==> src/rtl/gray_count_rx.sv <==
// Receive-side Gray counter endpoint: synchronize, convert, derive modular step, accumulate.
// Optional glitch filter enabled by defining GRAY_RX_GLITCH_FILTER_EN.
module gray_count_rx #(
  parameter int unsigned WIDTH       = 4,
  parameter int unsigned SYNC_STAGES = 2,
  parameter int unsigned MAX_STEP    = 7,
  parameter int unsigned ACC_WIDTH   = 16
) (
  input  logic                 clk2,
  input  logic                 reset_n,
  input  logic [WIDTH-1:0]     gray_in,
  input  logic                 clear,
  output logic [WIDTH-1:0]     count_bin,
  output logic [WIDTH-1:0]     delta,
  output logic                 upd,
  output logic [ACC_WIDTH-1:0] total,
  output logic                 overrun
);

  typedef enum logic [1:0] {INIT, PRIME, TRACK} state_t;

  localparam logic [WIDTH-1:0] MAX_STEP_W = WIDTH'(MAX_STEP);

  state_t                 state_q, state_d;
  logic [2:0]             init_cnt_q, init_cnt_d;
  logic [WIDTH-1:0]       sync_q [SYNC_STAGES];
  logic [WIDTH-1:0]       sync_d [SYNC_STAGES];
  logic [WIDTH-1:0]       conv;
  logic [WIDTH-1:0]       conv_q;
  logic [WIDTH-1:0]       count_bin_q, count_bin_d;
  logic [WIDTH-1:0]       delta_q, delta_d;
  logic                   upd_q, upd_d;
  logic [ACC_WIDTH-1:0]   total_q, total_d;
  logic                   overrun_q, overrun_d;
  logic [WIDTH-1:0]       step;
  logic [ACC_WIDTH:0]     sum;
  logic                   eval;
`ifdef GRAY_RX_GLITCH_FILTER_EN
  logic [WIDTH-1:0]       prev_q;
`endif

  always_comb begin
    sync_d[0] = gray_in;
    for (int unsigned i = 1; i < SYNC_STAGES; i++) begin
      sync_d[i] = sync_q[i-1];
    end
  end

  // Bit i of the binary value is the XOR of all Gray bits at or above i.
  always_comb begin
    conv = '0;
    for (int unsigned i = 0; i < WIDTH; i++) begin
      conv[i] = ^(sync_q[SYNC_STAGES-1] >> i);
    end
  end

`ifdef GRAY_RX_GLITCH_FILTER_EN
  always_comb eval = (conv_q == prev_q);
`else
  always_comb eval = 1'b1;
`endif

  always_comb begin
    step = conv_q - count_bin_q;
    sum  = {1'b0, total_q} + (ACC_WIDTH+1)'(step);
  end

  always_comb begin
    state_d     = state_q;
    init_cnt_d  = init_cnt_q;
    count_bin_d = count_bin_q;
    delta_d     = delta_q;
    upd_d       = 1'b0;
    total_d     = total_q;
    overrun_d   = overrun_q;
    case (state_q)
      INIT: begin
        if (init_cnt_q == 3'(SYNC_STAGES - 1)) begin
          state_d = PRIME;
        end else begin
          init_cnt_d = init_cnt_q + 3'd1;
        end
      end
      // Prime straight from the last sync stage so conv_q is already aligned in TRACK.
      PRIME: begin
        count_bin_d = conv;
        state_d     = TRACK;
      end
      TRACK: begin
        if (eval && (step != '0)) begin
          count_bin_d = conv_q;
          delta_d     = step;
          upd_d       = 1'b1;
          total_d     = sum[ACC_WIDTH] ? '1 : sum[ACC_WIDTH-1:0];
          if (step > MAX_STEP_W) begin
            overrun_d = 1'b1;
          end
        end
      end
      default: state_d = INIT;
    endcase
    if (clear) begin
      total_d   = '0;
      overrun_d = 1'b0;
    end
  end

  always_ff @(posedge clk2 or negedge reset_n) begin
    if (!reset_n) begin
      for (int unsigned i = 0; i < SYNC_STAGES; i++) begin
        sync_q[i] <= '0;
      end
      conv_q      <= '0;
      state_q     <= INIT;
      init_cnt_q  <= '0;
      count_bin_q <= '0;
      delta_q     <= '0;
      upd_q       <= 1'b0;
      total_q     <= '0;
      overrun_q   <= 1'b0;
`ifdef GRAY_RX_GLITCH_FILTER_EN
      prev_q      <= '0;
`endif
    end else begin
      for (int unsigned i = 0; i < SYNC_STAGES; i++) begin
        sync_q[i] <= sync_d[i];
      end
      conv_q      <= conv;
      state_q     <= state_d;
      init_cnt_q  <= init_cnt_d;
      count_bin_q <= count_bin_d;
      delta_q     <= delta_d;
      upd_q       <= upd_d;
      total_q     <= total_d;
      overrun_q   <= overrun_d;
`ifdef GRAY_RX_GLITCH_FILTER_EN
      prev_q      <= conv_q;
`endif
    end
  end

  assign count_bin = count_bin_q;
  assign delta     = delta_q;
  assign upd       = upd_q;
  assign total     = total_q;
  assign overrun   = overrun_q;

endmodule
==> config.mk <==
export PLATFORM = sky130hd
export DESIGN_NAME = gray_count_rx
export DESIGN_NICKNAME = d
export VERILOG_FILES = /design/src/rtl/gray_count_rx.sv
export SDC_FILE = /design/constraint.sdc
export NUM_CORES = 1
export LEC_CHECK = 0
export CAP_MARGIN = 10
export CORE_MARGIN = 2
export CORE_UTILIZATION = 57
export CTS_CLUSTER_SIZE = 8
export DETAILED_ROUTE_END_ITERATION = 12
export PLACE_DENSITY_LB_ADDON = 0.1
export SYNTH_ARGS = -nofsm -noshare
export SYNTH_HDL_FRONTEND = slang
export SYNTH_SLANG_ARGS = --single-unit
==> constraint.sdc <==
create_clock -name clk2 -period 7.5 [get_ports clk2]
set_input_delay 1.125 -clock clk2 [delete_from_list [all_inputs] [get_ports clk2]]
set_output_delay 1.125 -clock clk2 [all_outputs]
set_load 0.02 [all_outputs]
==> results of run 1 <==
worst paths after layout:
kind | from | to | slack (ps) | depth (start not counted)
max in group asynchronous | reset_n | count_bin[0] | 5990 | 1
worst max-delay path | conv_q[0] | total[8] | 4380 | 11
worst min-delay path | sync_d[2] | sync_q[2] | 350 | 0
min in group asynchronous | reset_n | delta[0] | 940 | 1
worst max register to register | conv_q[0] | total[8] | 4380 | 11
worst min register to register | sync_d[2] | sync_q[2] | 350 | 0
metal layers:
layer	global-route usage, %	up-vias	wire [um]
li1	-	799	-
met1	28.1	806	1800
met2	36.0	52	1990
met3	5.99	5	258
met4	9.11	0	55
met5	0	-	0
where the power goes:
| group | switching (mW) | total [mW] | internal (mW) |
|---|---|---|---|
| clock | 0.0762 | 0.173 | 0.0973 |
| sequential | 0.0296 | 0.306 | 0.276 |
| combinational | 0.264 | 0.454 | 0.190 |
| total | 0.370 | 0.933 | 0.563 |
cell type report:
type	count	area [um2]
multi-input cells	139	936
flip-flops and latches	43	1080
inverters	16	65.1
clock buffers	5	68.8
repair buffers	32	315
clock inverters	2	37.5
well taps	48	60.1
fillers	287	1070
cells by family after synthesis:
| family | after synthesis |
|---|---|
| buffers and inverters | 27 |
| and+or+nand+nor | 71 |
| DFF | 43 |
| AOI/OAI and AO/OA | 49 |
| adders and majority gates | 11 |
| xor gates and xnor gates | 8 |
state kept, by name (all words and copies together) (netlist names):
| register | count |
|---|---|
| upd | 1 |
| sync_q | 4 |
| overrun | 1 |
| count_bin | 4 |
| delta | 4 |
| state_q | 2 |
| conv_q | 4 |
| sync_d | 4 |
| init_cnt_q | 3 |
| total | 16 |
cells in the mapped netlist, types with 2 or more instances:
cell type	n	area, um2
sky130_fd_sc_hd__xor2_1	5	43.8
sky130_fd_sc_hd__buf_2	3	15.0
sky130_fd_sc_hd__nand3_1	5	25.0
sky130_fd_sc_hd__dfrtp_1	43	1080
sky130_fd_sc_hd__a21o_1	3	22.5
sky130_fd_sc_hd__a41o_1	3	30.0
sky130_fd_sc_hd__inv_1	15	56.3
sky130_fd_sc_hd__o32ai_1	2	17.5
sky130_fd_sc_hd__nor2_1	17	63.8
sky130_fd_sc_hd__ha_1	9	113
sky130_fd_sc_hd__o21ai_0	7	35.0
sky130_fd_sc_hd__and4_1	4	35.0
sky130_fd_sc_hd__fa_1	2	40.0
sky130_fd_sc_hd__a31oi_1	4	25.0
sky130_fd_sc_hd__nor2b_1	3	18.8
sky130_fd_sc_hd__and3_1	4	25.0
sky130_fd_sc_hd__xnor2_1	3	26.3
sky130_fd_sc_hd__a311oi_1	7	61.3
sky130_fd_sc_hd__nor3_1	11	55.1
sky130_fd_sc_hd__clkbuf_1	4	15.0
sky130_fd_sc_hd__nand2_1	15	56.3
sky130_fd_sc_hd__o22ai_1	3	18.8
sky130_fd_sc_hd__a41oi_1	3	26.3
sky130_fd_sc_hd__nand2b_1	4	25.0
sky130_fd_sc_hd__a21oi_1	10	50.1
per-stage QoR:
step	utilization [%]	hold WS, ps	worst slack [ps]	total power [mW]
final	70.4	350	4380	0.933
after global routing	70.4	361	4210	1.00
after CTS	70.4	353	4390	0.936
after detailed placement	67.5	335	4400	0.761
after global placement	67.5	333	4530	0.744
after floorplan	-	331	4610	0.640
critical path, cell delays in order (launching register included):
cell	delay [ps]
sky130_fd_sc_hd__dfrtp_1	380
sky130_fd_sc_hd__inv_1	60
sky130_fd_sc_hd__ha_1	160
sky130_fd_sc_hd__inv_1	50
sky130_fd_sc_hd__fa_1	550
sky130_fd_sc_hd__inv_1	90
sky130_fd_sc_hd__fa_1	430
sky130_fd_sc_hd__nor2b_1	200
sky130_fd_sc_hd__o221ai_2	190
sky130_fd_sc_hd__or2_1	400
sky130_fd_sc_hd__and2_1	210
sky130_fd_sc_hd__a311oi_1	270
==> impl_results.rst, run 1 <==
.. list-table::
   :header-rows: 1

   * - Metric
     - Value
   * - Final Hold Fails
     - 0
   * - Yosys warnings
     - 0
   * - Width of the die
     - roughly 65 um
   * - Combined global-route utilization of all metal layers
     - approximately 22%
   * - Number of H-tree branching levels
     - 2
   * - # nets final
     - approximately 260
   * - Number of placed I/O pins
     - 33
   * - Leakage Power
     - roughly 1.1 nW
   * - Clock sink count
     - 43
   * - Clock-pin slew on the worst setup and hold paths
     - ~90 ps
   * - Final Max Slew Viols
     - 0
   * - Port bufs
     - 32
   * - Sequential cell area fraction in the yosys report
     - 50.2%
   * - Antenna violations before repair
     - 0
   * - Residual antenna-violating net count after detailed routing
     - 0
   * - Critical path data required time
     - 7680 ps
   * - Starting utilization of the core area
     - 59.0%
   * - Slew HR
     - 40.1%
   * - VDD IR max
     - 0.173 mV
   * - Total core area
     - 0.00363 mm2
   * - Setup Total Neg Slack
     - 0 ps
   * - Gp weighted congestion
     - 0.882
   * - Post-route DRC violation count
     - 0
   * - Data arrival at the endpoint of the critical path
     - 3300 ps
   * - Number of synthesized flops with an enable pin
     - 0
   * - Std-Cell Rows
     - 22
   * - Setup skew after layout
     - 13.4 ps
   * - Share of synthesized area spent on multiplexers
     - 0%
   * - Count of cell types in the netlist
     - 45
   * - First-pass DRT Iterations
     - 5
   * - Power per standard cell area
     - approximately 360 mW/mm2
   * - Cell area after technology mapping
     - approximately 0.0021 mm2
   * - Via total after detailed routing
     - 1662
   * - Post-route standard cell area excluding fillers
     - 0.00256 mm2
   * - Count of max-cap constraint violations
     - 0
   * - Synth Area per Inst
     - 10.3 um2
   * - Number of antenna diodes
     - 0
   * - Area post-placement
     - roughly 0.0025 mm2
   * - Synth Net Count
     - 227
   * - Post-CTS Hold Fix Bufs
     - 0
   * - Number of buffers added by the clock tree synthesis step
     - 5
   * - Die area
     - 0.00427 mm2
   * - Run status
     - complete, no violations
   * - Synthesized netlist cell count
     - 209
   * - Worst min path class
     - reg2reg
   * - Vias/cell
     - 5.83
   * - Wire length of the first global-routing pass
     - 7200 um
   * - Number of flip-flops and latches in the synthesized netlist
     - 43
   * - Maximum clock path buffer count
     - 2
   * - Type of element launching the critical path
     - flip-flop
   * - DIE HEIGHT
     - roughly 65 um
   * - Share of final-layout standard cells stronger than drive strength 1
     - between 5 and 6%
   * - Number of global-route vias before repair
     - 1650
   * - Clock insertion delay at the later pin of the skew report
     - 300 ps
   * - Top flip-flop cell by instance count after synthesis
     - sky130_fd_sc_hd__dfrtp_1
   * - Share of the cycle needed by the critical path after routing
     - 41.6%
   * - RSZ-0062 raised after global routing
     - false
   * - Final Setup Violations
     - 0
   * - Slew at the pin with the worst max-slew slack
     - 899 ps
   * - Achievable clock frequency
     - 321 MHz
   * - Maximum number of pins on one net before global-route repair
     - 44
   * - CTS Root Buffer Type
     - sky130_fd_sc_hd__clkbuf_8
   * - Sum of overflow across all layers after global routing
     - 0
   * - First-iteration detailed-routing DRC count
     - 62
   * - Post-detailed-route wirelength per cell
     - 14.4 um
   * - Endpoint class of the critical path
     - flip-flop
   * - Buffers inserted by post-CTS timing repair
     - 0
   * - HPWL after DPL
     - 2880 um
   * - Resize count post-CTS
     - 0
   * - Total routed wirelength
     - 4100 um
   * - Proportion of synthesized flip-flops having asynchronous set or reset
     - 100%
   * - Placed Cells incl. Taps
     - approximately 280
   * - Fraction of synthesized cell area in xor and xnor cells
     - 3.27%
   * - Clock tree from TritonCTS
     - yes
   * - Share of synthesized cell area in and, or, nand and nor gates
     - 16.7%
   * - P&R area growth vs syn
     - 19.3%
   * - Minimum period implied by the final worst setup slack
     - 3120 ps
   * - Top library cells by usage in the layout, fill and taps aside
     - sky130_fd_sc_hd__dfrtp_1, sky130_fd_sc_hd__clkdlybuf4s50_1, sky130_fd_sc_hd__nor2_1
   * - CP max FO
     - 11
   * - Post-synthesis share of cell area spent on full adders, half adders and majority gates
     - 7.12%
   * - CP Class
     - reg2reg
   * - Dominant combinational cell family by area after synthesis
     - simple AND/OR/NAND/NOR gates
   * - Synth Area in Compound Gates
     - 16.6%
   * - Most common cell after layout, fill and taps aside
     - sky130_fd_sc_hd__dfrtp_1
   * - Post-route insts no fill
     - 285
Note: power is estimated with default switching activity, not from simulation.
==> run 2: changes to the inputs <==
- CORE_UTILIZATION: 57 -> 53
- clock period: 7.5 -> 2.98 ns (I/O delays scaled with it)
==> impl_results.rst, run 2 (same netlist as run 1, synthesis figures left out) <==
.. list-table::
   :header-rows: 1

   * - Metric
     - Value
   * - CTS Root Buffer Type
     - sky130_fd_sc_hd__clkbuf_8
   * - Endpoint of the worst register-to-register path
     - total[8]
   * - Post-route DRC violation count
     - 0 (unchanged)
   * - Clock tree from TritonCTS
     - yes
   * - Maximum clock path buffer count
     - 2 (unchanged)
   * - Total power
     - 2.53 mW (+170%)
   * - Post-CTS Hold Fix Bufs
     - 0 (unchanged)
   * - Most common cell after layout, fill and taps aside
     - sky130_fd_sc_hd__dfrtp_1
   * - Gp weighted congestion
     - 0.875 (-0.78%)
   * - Combined global-route utilization of all metal layers
     - 21.7% (-0.49 points)
   * - Share of final-layout standard cells stronger than drive strength 1
     - 10.2% (+5.2 points)
   * - Clock sink count
     - 43 (unchanged)
   * - Data arrival at the endpoint of the critical path
     - 2990 ps (-310 ps)
   * - Type of element launching the critical path
     - flip-flop
   * - Clock insertion delay at the later pin of the skew report
     - 300 ps (about the same)
   * - Worst reg2reg setup slack
     - 190 ps (-4190 ps)
   * - Leakage Power
     - 1.16 nW (+3.8%)
   * - CP Class
     - reg2reg
   * - Number of H-tree branching levels
     - 2 (unchanged)
   * - Vias/cell
     - 5.99 (+2.8%)
   * - Number of placed I/O pins
     - 33 (unchanged)
   * - HPWL after DPL
     - 3130 um (+8.9%)
   * - Maximum number of pins on one net before global-route repair
     - 44 (unchanged)
   * - Slew at the pin with the worst max-slew slack
     - 938 ps (+39.1 ps)
   * - First-pass DRT Iterations
     - 4 (-1)
   * - Antenna violations before repair
     - 0 (unchanged)
   * - Final worst-path setup slack
     - 190 ps (-4190 ps)
   * - Sum of overflow across all layers after global routing
     - 0 (unchanged)
   * - Achievable clock frequency
     - 358 MHz (+12%)
   * - Number of global-route vias before repair
     - 1638 (-0.73%)
   * - Starting utilization of the core area
     - 54.4% (-4.6 points)
   * - Port bufs
     - 32 (unchanged)
   * - Critical path data required time
     - 3180 ps (-4500 ps)
   * - Share of the cycle needed by the critical path after routing
     - 93.6% (+52 points)
   * - Total routed wirelength
     - 4640 um (+13%)
   * - Number of antenna diodes
     - 0 (unchanged)
   * - Wire length of the first global-routing pass
     - 7420 um (+3.1%)
   * - Post-detailed-route wirelength per cell
     - 15.8 um (+9.9%)
   * - RSZ-0062 raised after global routing
     - false
   * - Die area
     - 0.00457 mm2 (+7.1%)
   * - CP max FO
     - 7 (-4)
   * - Number of flip-flops under the largest register name
     - 16 (unchanged)
   * - Number of buffers added by the clock tree synthesis step
     - 5 (unchanged)
   * - Total core area
     - 0.00394 mm2 (+8.5%)
   * - Clock-pin slew on the worst setup and hold paths
     - 90 ps (about the same)
   * - Final Hold Slack
     - 286 ps (-64.6 ps)
   * - Final Setup Violations
     - 0 (unchanged)
   * - Worst R2R Start
     - conv_q[0]
   * - Power per standard cell area
     - 953 mW/mm2 (+160%)
   * - Count of max-cap constraint violations
     - 0 (unchanged)
   * - VDD IR max
     - 0.530 mV (+210%)
   * - Origin of the worst setup path
     - conv_q[0]
   * - DIE HEIGHT
     - 67.6 um (+3.5%)
   * - Width of the die
     - 67.6 um (+3.5%)
   * - First-iteration detailed-routing DRC count
     - 92 (+48%)
   * - Via total after detailed routing
     - 1762 (+6.0%)
   * - Top library cells by usage in the layout, fill and taps aside
     - sky130_fd_sc_hd__dfrtp_1, sky130_fd_sc_hd__clkdlybuf4s50_1, sky130_fd_sc_hd__nor2_1
   * - Place WS
     - -99.3 ps (-4500 ps)
   * - Run status
     - complete, no violations
   * - Residual antenna-violating net count after detailed routing
     - 0 (unchanged)
   * - Setup skew after layout
     - 9.69 ps (-3.68 ps)
   * - Worst min path class
     - in2async
   * - Minimum period implied by the final worst setup slack
     - 2790 ps (-329 ps)
   * - Final Max Slew Viols
     - 0 (unchanged)
   * - # nets final
     - 261 (+2.4%)
   * - Slew HR
     - 37.4% (-2.6 points)
   * - P&R area growth vs syn
     - 23.9%
   * - Final Hold Fails
     - 0 (unchanged)
   * - Number of cells on the worst reg-to-reg path
     - 11 (unchanged)
   * - Termination of the worst setup path
     - total[8]
   * - Std-Cell Rows
     - 23 (+4.5%)
   * - Endpoint class of the critical path
     - flip-flop
[run 2: metrics by stage]
stage | setup TNS (ps) | instance area (um2) | utilization [%] | instances
2_1_floorplan | 0 | 2140 | - | 209
3_3_place_gp | 0 | 2470 | 62.6 | 282
3_5_place_dp | -179 | 2470 | 62.6 | 282
4_1_cts | 0 | 2590 | 65.6 | 290
5_1_grt | 0 | 2660 | 67.4 | 294
6_report | 0 | 2660 | 67.4 | 294
[run 2: worst max-delay path, stage by stage (launching register included)]
cell and delay [ps]:
sky130_fd_sc_hd__dfrtp_1 390, sky130_fd_sc_hd__inv_1 60, sky130_fd_sc_hd__ha_1 140, sky130_fd_sc_hd__inv_1 50, sky130_fd_sc_hd__fa_1 530, sky130_fd_sc_hd__inv_1 90
sky130_fd_sc_hd__fa_2 410, sky130_fd_sc_hd__nor2b_4 160, sky130_fd_sc_hd__o221ai_4 160, sky130_fd_sc_hd__or2_4 300, sky130_fd_sc_hd__and2_1 170, sky130_fd_sc_hd__a311oi_2 250
[run 2: cell type report]
class | count | area (um2)
multi-input cells | 140 | 987
clock inverters | 3 | 43.8
well taps | 50 | 62.6
repair buffers | 37 | 353
flip-flops and latches | 43 | 1080
inverters | 16 | 65.1
clock buffers | 5 | 68.8
fillers | 303 | 1290
[run 2: worst min-delay path by stage]
stage | endpoint | cells past startpoint
floorplan | conv_q[0] | 0
global placement | sync_q[2] | 0
detailed placement | sync_q[3] | 0
CTS | delta[2] | 1
global route | delta[2] | 1
finish | delta[2] | 1
[run 2: per-layer routing]
| layer | part of all wire, % | up-vias | wire (um) | track usage (%) |
|---|---|---|---|---|
| met5 | 0 | - | 0 | 0 |
| met4 | 2.4 | 0 | 110 | 9.18 |
| met3 | 5.6 | 11 | 262 | 4.33 |
| met2 | 51 | 67 | 2350 | 35.9 |
| met1 | 41 | 866 | 1920 | 27.5 |
| li1 | - | 818 | - | - |
[run 2: power by group]
part           switching [mW]  internal, mW
clock                   0.204         0.250
sequential             0.0793         0.694
combinational           0.741         0.562
[run 2: what timing repair did]
item,CTS,global route
setup endpoints to repair,4,11
resized for setup,2,8
buffers inserted,0,3
pin swaps,0,1
cloned,0,1
==> run 3: changes to the inputs <==
- CTS_CLUSTER_DIAMETER: unset -> 200
==> results of run 3 <==
The final DEF is identical to that of run 2; final timing and power are the same.
